$ cat config.mk
export PLATFORM = sky130hd
export DESIGN_NAME = prio_aging_req_gen
export DESIGN_NICKNAME = d
export VERILOG_FILES = /design/src/rtl/arb_pkg.sv /design/src/rtl/prio_age_src.sv /design/src/rtl/prio_aging_req_gen.sv
export SDC_FILE = /design/constraint.sdc
export NUM_CORES = 1
export LEC_CHECK = 0
export CORE_MARGIN = 5
export CORE_UTILIZATION = 47
export CTS_CLUSTER_DIAMETER = 60
export DETAILED_ROUTE_END_ITERATION = 8
export PLACE_DENSITY = 0.8
export SKIP_CTS_REPAIR_TIMING = 1
export SLEW_MARGIN = 10
export SYNTH_ARGS = -nofsm -noshare
export SYNTH_HDL_FRONTEND = slang
export SYNTH_SLANG_ARGS = --single-unit
$ cat constraint.sdc
create_clock -name clk -period 2.2 [get_ports clk]
set_input_delay 0.66 -clock clk [delete_from_list [all_inputs] [get_ports clk]]
set_output_delay 0.66 -clock clk [all_outputs]
set_load 0.01 [all_outputs]
$ cat src/rtl/arb_pkg.sv
// Shared definitions for the 3-source priority arbiter: source count, priority width,
// saturating priority add and packing helpers for the 9-bit priority vector.
package arb_pkg;

  localparam int NUM_SRC = 3;
  localparam int PRIO_W  = 3;
  localparam logic [PRIO_W-1:0] PRIO_MAX = 3'd7;

  typedef logic [NUM_SRC*PRIO_W-1:0] prio_vec_t;

  function automatic logic [PRIO_W-1:0] prio_sat_add(input logic [PRIO_W-1:0] base,
                                                     input logic [PRIO_W-1:0] boost);
    logic [PRIO_W:0] sum;
    sum = {1'b0, base} + {1'b0, boost};
    return (sum > {1'b0, PRIO_MAX}) ? PRIO_MAX : sum[PRIO_W-1:0];
  endfunction

  function automatic logic [PRIO_W-1:0] prio_unpack(input prio_vec_t vec, input int idx);
    return vec[idx*PRIO_W +: PRIO_W];
  endfunction

  function automatic prio_vec_t prio_pack(input logic [PRIO_W-1:0] p0,
                                          input logic [PRIO_W-1:0] p1,
                                          input logic [PRIO_W-1:0] p2);
    return {p2, p1, p0};
  endfunction

endpackage

$ cat src/rtl/prio_age_src.sv
// Per-source slice: pending counter, request masking, priority aging (PRIO_AGING_EN).
// Latency: req one cycle after push; full drops pushes (sticky ovf) unless a grant lands together.
module prio_age_src
  import arb_pkg::*;
#(
  parameter int DEPTH      = 4,
  parameter int AGE_PERIOD = 8
) (
  input  logic              clk,
  input  logic              rst,
  input  logic              push,
  input  logic              take,
  input  logic              gnt_bit,
  input  logic [PRIO_W-1:0] base,
  output logic              req,
  output logic [PRIO_W-1:0] prio,
  output logic              full,
  output logic              ovf,
  output logic              gnt_err
);

  localparam int CNT_W = $clog2(DEPTH + 1);

  if (DEPTH < 1 || AGE_PERIOD < 1) begin : g_cfg_err
    $error("prio_age_src: DEPTH and AGE_PERIOD must be >= 1");
  end

  logic [CNT_W-1:0] cnt;

  assign full = (cnt == CNT_W'(DEPTH));
  // The grant seen now retires one request at this edge, so hide it from the arbiter.
  assign req  = (cnt > CNT_W'(gnt_bit));

  always_ff @(posedge clk or negedge rst) begin
    if (!rst) begin
      cnt     <= '0;
      ovf     <= 1'b0;
      gnt_err <= 1'b0;
    end else begin
      if (take && cnt == '0) gnt_err <= 1'b1;
      if (push && full && !take) ovf <= 1'b1;
      if (push && !take && !full) cnt <= cnt + 1'b1;
      else if (take && !push && cnt != '0) cnt <= cnt - 1'b1;
    end
  end

`ifdef PRIO_AGING_EN
  localparam int TMR_W = (AGE_PERIOD > 1) ? $clog2(AGE_PERIOD) : 1;

  logic [TMR_W-1:0]  tmr;
  logic [PRIO_W-1:0] boost;

  always_ff @(posedge clk or negedge rst) begin
    if (!rst) begin
      tmr   <= '0;
      boost <= '0;
    end else if (take || cnt == '0) begin
      tmr   <= '0;
      boost <= '0;
    end else if (tmr == TMR_W'(AGE_PERIOD - 1)) begin
      tmr <= '0;
      // Stop boosting once the effective priority is already at the ceiling.
      if (prio_sat_add(base, boost) < PRIO_MAX) boost <= boost + 1'b1;
    end else begin
      tmr <= tmr + 1'b1;
    end
  end

  assign prio = prio_sat_add(base, boost);
`else
  assign prio = base;
`endif

endmodule

$ cat src/rtl/prio_aging_req_gen.sv
// Request conditioning ahead of the 3-source arbiter; aging enabled by `define PRIO_AGING_EN.
// Latency: req/prios one cycle after push; pushes into a full source are dropped and flagged.
module prio_aging_req_gen
  import arb_pkg::*;
#(
  parameter int DEPTH      = 4,
  parameter int AGE_PERIOD = 8
) (
  input  logic                       clk,
  input  logic                       rst,
  input  logic [NUM_SRC-1:0]         src_push,
  input  logic [NUM_SRC*PRIO_W-1:0]  src_base_prio,
  input  logic [NUM_SRC-1:0]         gnt,
  input  logic                       valid,
  output logic [NUM_SRC-1:0]         req,
  output logic [NUM_SRC*PRIO_W-1:0]  prios,
  output logic [NUM_SRC-1:0]         src_full,
  output logic [NUM_SRC-1:0]         ovf,
  output logic                       gnt_err
);

  logic [PRIO_W-1:0]  prio_s [NUM_SRC];
  logic [NUM_SRC-1:0] err_s;

  for (genvar i = 0; i < NUM_SRC; i++) begin : g_src
    prio_age_src #(
      .DEPTH      (DEPTH),
      .AGE_PERIOD (AGE_PERIOD)
    ) u_src (
      .clk     (clk),
      .rst     (rst),
      .push    (src_push[i]),
      .take    (valid && gnt[i]),
      .gnt_bit (gnt[i]),
      .base    (prio_unpack(src_base_prio, i)),
      .req     (req[i]),
      .prio    (prio_s[i]),
      .full    (src_full[i]),
      .ovf     (ovf[i]),
      .gnt_err (err_s[i])
    );
  end

  assign prios   = prio_pack(prio_s[0], prio_s[1], prio_s[2]);
  assign gnt_err = |err_s;

endmodule

==> results.txt <==
Worst path slowest cell: fa_2
area of the core: 2480 um2
synthesized area: 1220 um2
CTS tree: done
asr flop ratio synth: 100%
Final Hold Viols: 0
total negative slack: 0 ns
CP endpoint kind: flip-flop
DRC: 0
RePlAce Congestion: 0.873
antenna violations before repair: 0
crit start category: input pin
critical path class: input pin to flip-flop
Avg WL per Cell: 14.3 um
FMAX: 471 MHz
Final HPWL DP: 2.07 mm
Comb pwr share: 57.9%
Final #Nets: 179
unrepaired setup endpoints after global routing: false
Main synth FF type: dfrtp_1
most frequent cells in the layout: 21 x buf_4, 14 x dfrtp_1, 10 x dlymetal6s2s_1
vias: 999
Initial Util: 49.2%
clock skew after layout: 0.00492 ns
Antenna Nets Post-Route: 0
dpl cells: 177
latest clock arrival within the worst-skew pair: 0.28 ns
# IOs: 37
Num CTS Buffers: 3
CTS root buf: clkbuf_4
power density over the cells: 1110 nW/um2
Clock power frac: 9.6%
n_diodes: 0
Die Wd: 60.9 um
met3 routed WL: 142 um
Rows: 18
Num Clock Sinks: 15
Cells after Synth: 133
Yosys warnings: 0
maxcap violations: 0
WL met1: 1.06 mm
#FFs+latches synth: 15
Int Pwr: 0.994 mW
Post-Layout Inst Area: 1500 um2
CTS Buffer Depth: 2
CTS H-tree depth: 1
layout cells sized above 1: 29.9%
Pre-antenna DRT Iters: 4
area grow syn2layout: 23.1%
final setup fails: 0
Psw: 0.667 mW
Slew HR: 82.3%
CP required: 2.37 ns
measured slew at the worst slew-check pin: 0.263 ns
number of global-route vias before repair: 1,009
Max stage delay on crit path: 0.37 ns
Net Sw Frac: 40.2%
routed wl met2: 1.39 mm
pins over their slew limit: 0
Buf+Inv Stages, Crit Path: 2
delay-heaviest family, CP: compound AO/OA/AOI/OAI gates
Seq pwr share: 32.5%
post-synthesis sequential area ratio: 30.8%
Syn Nets: 157
clock-pin slew on the worst setup and hold paths: 0.09 ns
global-route wire length before repair: 4.35 mm
Netlist cell types: 47
synthesized area per cell: 9.16 um2
Lkg Pwr: 0.739 nW
die area: 3710 um2
worst-path fanout max: 3
CP cell instances: dlymetal6s2s_1 > buf_6 > a21boi_2 > or2b_1 > fa_2 > nand4bb_1 > a311o_1
WL final: 2.62 mm
top layer in use: met4
All-Layer GR Usage: 15.6%
grt ovf: 0
peak supply drop: 701 uV
clock period minus worst slack: 2.12 ns
fin cells: 184
WP data arrival: 2.30 ns
Post-synth EDFFs: 0
largest net degree at the start of global routing: 16
vias per inst: 5.43
post-placement cell area: 1420 um2
initial DRC count: 54
status: finished clean
# port buffers: 18
hold crit path type: flip-flop to flip-flop
Die H: 60.9 um
crit share post-route: 96.6%
leading cell type in the layout, fill and taps excluded: buf_4
routing by layer:
metal,global-route usage (%),vias to the layer above
li1,-,494
met1,18.7,478
met2,28.1,23
met3,2.34,4
met4,5.26,0
met5,0,-
final cells by class:
type                            count  area [um2]
Timing Repair Buffer               40         359
Sequential cell                    15         377
Clock buffer                        4        26.3
Multi-Input combinational cell     86         667
Tap cell                           30        37.5
Inverter                            9        33.8
Fill cell                         211         977
cell usage after synthesis, types with 2 or more instances:
cell,count,area (um2)
a211oi_1,2,15.0
nor2b_1,2,12.5
xor2_1,2,17.5
a21o_1,4,30.0
nor2_1,9,33.8
buf_2,2,10.0
and2_1,3,18.8
o31a_1,5,43.8
ha_1,3,37.5
dfrtp_1,15,375
inv_1,9,33.8
and3b_2,2,20.0
nor3_1,5,25.0
o21bai_1,3,22.5
buf_4,18,135
o22ai_1,2,12.5
a21boi_2,2,22.5
nand4bb_1,2,22.5
nand2b_1,3,18.8
o21ai_0,6,30.0
a21boi_0,2,15.0
nand2_1,5,18.8
fa_1,3,60.1
cell families after synthesis:
kind of cell	after synthesis	synth area share [%]
AOI/OAI and AO/OA	36	22.5
adders and majority gates	6	8.01
xor gates and xnor gates	2	1.44
DFF	15	30.8
buffers and inverters	32	16.3
and+or+nand+nor	42	20.9
metrics by stage:
stage               hold slack, ns  util (%)  setup slack, ns  power (mW)
finish                       0.463      60.6           0.0755        1.66
floorplan                    0.364         -           0.0513        1.18
CTS                          0.468      58.3           -0.610        1.63
global route                 0.483      60.6          0.00561        1.81
global placement             0.438      57.2           -0.535        1.41
detailed placement           0.444      57.2           -0.598        1.47
power by group through the flow:
| stage | logic, mW | registers [mW] | clock network, mW |
|---|---|---|---|
| finish | 0.962 | 0.539 | 0.159 |
| detailed placement | 0.940 | 0.533 | 0 |
| CTS | 0.946 | 0.528 | 0.159 |
| global route | 1.08 | 0.562 | 0.175 |
| global placement | 0.881 | 0.524 | 0 |
| floorplan | 0.661 | 0.514 | 0 |
state kept, by name (all words and copies together), names as in the netlist:
name,cells
g_src.u_src.cnt,9
g_src.u_src.ovf,3
g_src.u_src.gnt_err,3
path summary, 6_finish.rpt:
| check | from | endpoint | slack (ns) | cells past startpoint |
|---|---|---|---|---|
| worst min-delay path | g_src[1].u_src.ovf | g_src[1].u_src.ovf | 0.46 | 1 |
| max in group asynchronous | rst | g_src[0].u_src.cnt[1] | 1.33 | 2 |
| worst max-delay path | gnt[1] | g_src[1].u_src.cnt[2] | 0.08 | 7 |
| min in group asynchronous | rst | g_src[0].u_src.ovf | 0.68 | 2 |
| worst max register to register | g_src[1].u_src.cnt[0] | g_src[1].u_src.cnt[2] | 0.16 | 7 |
| worst min register to register | g_src[1].u_src.ovf | g_src[1].u_src.ovf | 0.46 | 1 |
Power figures use the tool's default switching activity.
